===== src/rtl/shift_sequencer.sv =====
// Multi-cycle shift/rotate controller: one bit position per clock, start/done handshake.
// The result is registered and only updates when an operation completes.
module shift_sequencer #(
    parameter int WIDTH   = 32,
    parameter int SHAMT_W = 5
) (
    input  logic               clk,
    input  logic               clr_n,
    input  logic               start,
    input  logic [2:0]         op,
    input  logic [WIDTH-1:0]   operand,
    input  logic [SHAMT_W-1:0] amount,
    output logic               busy,
    output logic               done,
    output logic               illegal,
    output logic [WIDTH-1:0]   result
);

    // state | meaning
    // IDLE  | waiting for start
    // SHIFT | moving acc one bit per clock, count > 0
    // DONE  | one-cycle completion, may re-accept start
    typedef enum logic [1:0] {
        IDLE  = 2'd0,
        SHIFT = 2'd1,
        DONE  = 2'd2
    } state_t;

    localparam logic [2:0] OP_SHR  = 3'b000;
    localparam logic [2:0] OP_SHRA = 3'b001;
    localparam logic [2:0] OP_SHL  = 3'b010;
    localparam logic [2:0] OP_ROR  = 3'b011;
    localparam logic [2:0] OP_ROL  = 3'b100;

    state_t             state, state_nxt;
    logic [WIDTH-1:0]   acc, acc_shift;
    logic [SHAMT_W-1:0] count;
    logic [2:0]         op_q;
    logic               accept, op_bad, short_req, last_shift;

    always_comb begin
        op_bad     = (op > OP_ROL);
        accept     = start && (state != SHIFT);
        short_req  = (amount == '0) || op_bad;
        last_shift = (state == SHIFT) && (count == SHAMT_W'(1));

        acc_shift = acc;
        case (op_q)
            OP_SHR:  acc_shift = {1'b0, acc[WIDTH-1:1]};
            OP_SHRA: acc_shift = {acc[WIDTH-1], acc[WIDTH-1:1]};
            OP_SHL:  acc_shift = {acc[WIDTH-2:0], 1'b0};
            OP_ROR:  acc_shift = {acc[0], acc[WIDTH-1:1]};
            OP_ROL:  acc_shift = {acc[WIDTH-2:0], acc[WIDTH-1]};
            default: acc_shift = acc;
        endcase

        state_nxt = state;
        case (state)
            IDLE, DONE: begin
                if (accept) state_nxt = short_req ? DONE : SHIFT;
                else        state_nxt = IDLE;
            end
            SHIFT: if (last_shift) state_nxt = DONE;
            default: state_nxt = IDLE;
        endcase
    end

    always_ff @(posedge clk or negedge clr_n) begin
        if (!clr_n) state <= IDLE;
        else        state <= state_nxt;
    end

    // busy drops on the final shift edge so a one-bit request never shows busy
    always_ff @(posedge clk or negedge clr_n) begin
        if (!clr_n) begin
            acc     <= '0;
            count   <= '0;
            op_q    <= '0;
            result  <= '0;
            busy    <= 1'b0;
            done    <= 1'b0;
            illegal <= 1'b0;
        end else begin
            if (accept) begin
                acc   <= operand;
                count <= amount;
                op_q  <= op;
            end else if (state == SHIFT) begin
                acc   <= acc_shift;
                count <= count - SHAMT_W'(1);
            end

            if (accept && short_req) result <= operand;
            else if (last_shift)     result <= acc_shift;

            busy    <= (state == SHIFT) && !last_shift;
            done    <= (state_nxt == DONE);
            illegal <= accept && op_bad;
        end
    end

endmodule

===== config.mk =====
export PLATFORM = sky130hd
export DESIGN_NAME = shift_sequencer
export DESIGN_NICKNAME = d
export VERILOG_FILES = /design/src/rtl/shift_sequencer.sv
export SDC_FILE = /design/constraint.sdc
export NUM_CORES = 1
export LEC_CHECK = 0
export CAP_MARGIN = 30
export CORE_MARGIN = 2
export CORE_UTILIZATION = 35
export DETAILED_ROUTE_END_ITERATION = 7
export GPL_TIMING_DRIVEN = 0
export PLACE_DENSITY_LB_ADDON = 0.1
export SLEW_MARGIN = 20
export SYNTH_ARGS = -nofsm -noshare
export SYNTH_HDL_FRONTEND = slang
export SYNTH_SLANG_ARGS = --single-unit

===== constraint.sdc =====
create_clock -name clk -period 2.2 [get_ports clk]
set_input_delay 0.55 -clock clk [delete_from_list [all_inputs] [get_ports clk]]
set_output_delay 0.55 -clock clk [all_outputs]
set_load 0.1 [all_outputs]

==> metrics.txt <==
# TYPE chip_impl_metric gauge
chip_impl_info{name="outcome",value="completed"} 1
chip_impl_info{name="startpoint",value="result[1]$_DFFE_PN0P_"} 1
chip_impl_info{name="critical_path.cell_chain",value="dlygate4sd2_1"} 1
chip_impl_metric{name="top_level_ports",unit=""} 78
chip_impl_metric{name="drt_wl_total",unit="um"} 16100
chip_impl_info{name="cts-root-buf",value="sky130_fd_sc_hd__clkbuf_16"} 1
chip_impl_metric{name="dp_cell_count",unit=""} 775
chip_impl_metric{name="post_synth_and_or_nand_nor_area_fraction",unit=""} 0.235
chip_impl_metric{name="yosys_warnings",unit=""} 0
chip_impl_metric{name="synth-seq-cells",unit=""} 77
chip_impl_metric{name="grt_max_degree",unit=""} 42
chip_impl_metric{name="setup_viol",unit=""} 0
chip_impl_metric{name="cts.path.max_buffers",unit=""} 2
chip_impl_info{name="cts_tree",value="built"} 1
chip_impl_metric{name="final-max-slew-violation-count",unit=""} 0
chip_impl_metric{name="finalWeightedCongestion",unit=""} 0.897
chip_impl_metric{name="synthCells",unit=""} 522
chip_impl_metric{name="syn2layout_area_growth",unit="%"} 29.8
chip_impl_metric{name="hpwl_detailed",unit="um"} 11500
chip_impl_metric{name="fin_skew",unit="ns"} 0.00404
chip_impl_metric{name="cts.clk_slew.worst_paths",unit="ns"} 0.06
chip_impl_metric{name="synth_cell_type_count",unit=""} 50
chip_impl_metric{name="period_share",unit=""} 0.977
chip_impl_metric{name="synth_area_in_compound_gates",unit=""} 0.241
chip_impl_metric{name="grt_first_pass_wirelength",unit="um"} 25900
chip_impl_metric{name="drive_gt1_frac",unit=""} 0.0937
chip_impl_metric{name="synthAdderAreaFrac",unit=""} 0.00540
chip_impl_info{name="unrepaired_setup_endpoints_after_global_routing",value="false"} 1
chip_impl_metric{name="cp_slowest_stage_delay",unit="ns"} 0.87
chip_impl_info{name="criticalPathCategory",value="reg2out"} 1
chip_impl_metric{name="buffer_ports.inserted",unit=""} 76
chip_impl_metric{name="mapped_nets",unit=""} 567
chip_impl_metric{name="cp_max_fo",unit=""} 2
chip_impl_info{name="synth_top_flop_cell",value="sky130_fd_sc_hd__dfrtp_1"} 1
chip_impl_metric{name="synth_xor_xnor_area_share",unit=""} 0.00351
chip_impl_metric{name="antenna_violating_nets_post_route",unit=""} 0
chip_impl_metric{name="cap_viol_max_count",unit=""} 0
chip_impl_metric{name="cts_inserted_buffers",unit=""} 9
chip_impl_metric{name="utilization_after_layout",unit=""} 0.459
chip_impl_metric{name="cp.buffers_inverters",unit=""} 1
chip_impl_metric{name="tightestPinTransition",unit="ns"} 0.966
chip_impl_metric{name="fmax",unit="GHz"} 0.465
chip_impl_metric{name="wl_per_cell",unit="um"} 20.3
chip_impl_metric{name="design.die.area",unit="sq um"} 14200
chip_impl_info{name="worstHoldPathType",value="in2async"} 1
chip_impl_metric{name="cts_htree_levels",unit=""} 3
chip_impl_metric{name="synth.mux.area_fraction",unit=""} 0.0346
chip_impl_metric{name="grt_remaining_overflow",unit=""} 0
chip_impl_metric{name="core_area",unit="sq um"} 13100
chip_impl_metric{name="asyncSetResetFlopFracSynth",unit=""} 1.00
chip_impl_metric{name="drc_errors",unit=""} 0
chip_impl_info{name="combinational_family_with_the_most_area_after_synthesis",value="compound AO/OA/AOI/OAI gates"} 1
chip_impl_metric{name="route.vias.total",unit=""} 4639
chip_impl_metric{name="cts_num_sinks",unit=""} 77
chip_impl_info{name="worst_path_slowest_cell",value="sky130_fd_sc_hd__dlygate4sd2_1"} 1
chip_impl_info{name="layout.cells.most_common_list",value="sky130_fd_sc_hd__dfrtp_1 (77), sky130_fd_sc_hd__nand3_1 (62), sky130_fd_sc_hd__clkdlybuf4s50_1 (37)"} 1
chip_impl_metric{name="number_of_antenna_violations_at_the_first_check_in_global_routing",unit=""} 0
chip_impl_metric{name="rows",unit=""} 42
chip_impl_metric{name="floorplan.initialDensity",unit=""} 0.354
chip_impl_metric{name="syn-cell-area",unit="sq um"} 4630
chip_impl_metric{name="worst-endpoint-required",unit="ns"} 1.65
chip_impl_metric{name="slew_headroom",unit=""} 0.359
chip_impl_metric{name="first_global_vias",unit=""} 4663
chip_impl_info{name="mostFrequentLayoutCell",value="sky130_fd_sc_hd__dfrtp_1"} 1
chip_impl_metric{name="detail_route.first_pass.iterations",unit=""} 5
chip_impl_metric{name="final_cells",unit=""} 795
chip_impl_metric{name="chipWidth",unit="um"} 119
chip_impl_info{name="r2r-start",value="count[1]$_DFFE_PN0P_"} 1
chip_impl_metric{name="synth_area_per_cell",unit="sq um"} 8.87
chip_impl_metric{name="antennaDiodeCount",unit=""} 0
chip_impl_metric{name="clock_latency",unit="ns"} 0.35
chip_impl_info{name="timing.critical_path.to_type",value="output pin"} 1
chip_impl_metric{name="hold_buffers",unit=""} 0
chip_impl_info{name="kind_of_cell_with_the_highest_combined_delay_on_the_critical_path",value="buffers and inverters"} 1
chip_impl_metric{name="synth_enable_flop_cells",unit=""} 0
chip_impl_metric{name="gr-usage-all-layers",unit=""} 0.234
chip_impl_metric{name="route.detailed.vias_per_inst",unit=""} 5.84
chip_impl_metric{name="nNetsFinal",unit=""} 659
chip_impl_metric{name="dieHeight",unit="um"} 119
chip_impl_info{name="critical_path.startpoint_type",value="register"} 1
chip_impl_metric{name="synth_sequential_area_ratio",unit=""} 0.416
chip_impl_metric{name="period_minus_slack",unit="ns"} 2.15
chip_impl_metric{name="finalHoldViolCount",unit=""} 0
chip_impl_metric{name="critPathArrivalTime",unit="ns"} 1.60
chip_impl_metric{name="drc_violation_total_after_the_first_tritonroute_iteration",unit=""} 291
[registers in the layout, summed over array words and instances, names as in the netlist]
register  count
acc          32
illegal       1
state         2
done          1
busy          1
count         5
op_q          3
result       32
[per-layer routing]
metal  vias to the layer above  share of wire  track usage
met3                        26          0.048       0.0455
met1                      2309           0.47        0.328
met4                         0          0.024       0.0878
met2                       141           0.46        0.358
li1                       2163              -            -
met5                         -              0            0
[cells in the mapped netlist (15+ instances only)]
cell type                  instances  share of area
sky130_fd_sc_hd__nand2_1          34          0.028
sky130_fd_sc_hd__a211oi_1         20          0.032
sky130_fd_sc_hd__dfrtp_1          77           0.42
sky130_fd_sc_hd__nand3_1          62          0.067
sky130_fd_sc_hd__o221ai_1         15          0.028
sky130_fd_sc_hd__nor2b_1          18          0.024
sky130_fd_sc_hd__o21ai_0          27          0.029
sky130_fd_sc_hd__a21oi_1          25          0.027
sky130_fd_sc_hd__inv_1            19          0.015
sky130_fd_sc_hd__a221o_1          15          0.032
sky130_fd_sc_hd__nand2b_1         24          0.032
sky130_fd_sc_hd__clkbuf_1         26          0.021
sky130_fd_sc_hd__mux2i_1          16          0.035
[final cells by class]
cell class / instances / area [sq um]
clock inverters: 4 / 70.1
clock buffers: 12 / 256
plain buffers: 46 / 233
fillers: 1308 / 7070
well taps: 176 / 220
repair buffers: 82 / 805
flip-flops and latches: 77 / 1930
multi-input cells: 378 / 2420
inverters: 20 / 75.1
[final timing paths]
path                                     endpoint  slack (ns)  depth (start not counted)
max reg2reg                result[30]$_DFFE_PN0P_        0.13                          6
max in group asynchronous      acc[0]$_DFFE_PN0P_        1.44                          2
min reg2reg                result[18]$_DFFE_PN0P_        0.51                          1
max                                     result[1]        0.05                          1
min in group clk             count[2]$_DFFE_PN0P_        0.48                          3
min                        result[16]$_DFFE_PN0P_        0.17                          1
[kinds of logic after synthesis]
family | Yosys count
AND/OR/NAND/NOR | 205
AO/OA/AOI/OAI | 154
adder cells (fa/ha/maj) | 2
buffers and inverters | 67
XOR/XNOR | 1
flip-flops | 77
multiplexers | 16
[what timing repair did]
item | CTS | global route
gates resized for setup | 41 | 15
cloned | 0 | 1
endpoints found under the setup margin | 60 | 36
pin swaps | 1 | 3
setup buffers | 1 | 3
[stage by stage]
stage	setup WS, ns	area, sq um	setup TNS [ns]	hold WS, ns
finish	0.0503	6010	0	0.171
detailed placement	-0.434	5640	-12.65	0.494
CTS	0.0441	5940	0	0.195
global route	0.00168	6010	0	0.217
floorplan	0.237	4630	0	0.254
global placement	-2.39	5610	-195.67	0.501
Power is left out: the tool's default activity adds up to more than one toggle a clock period on the data nets, which glitch-free logic cannot reach.
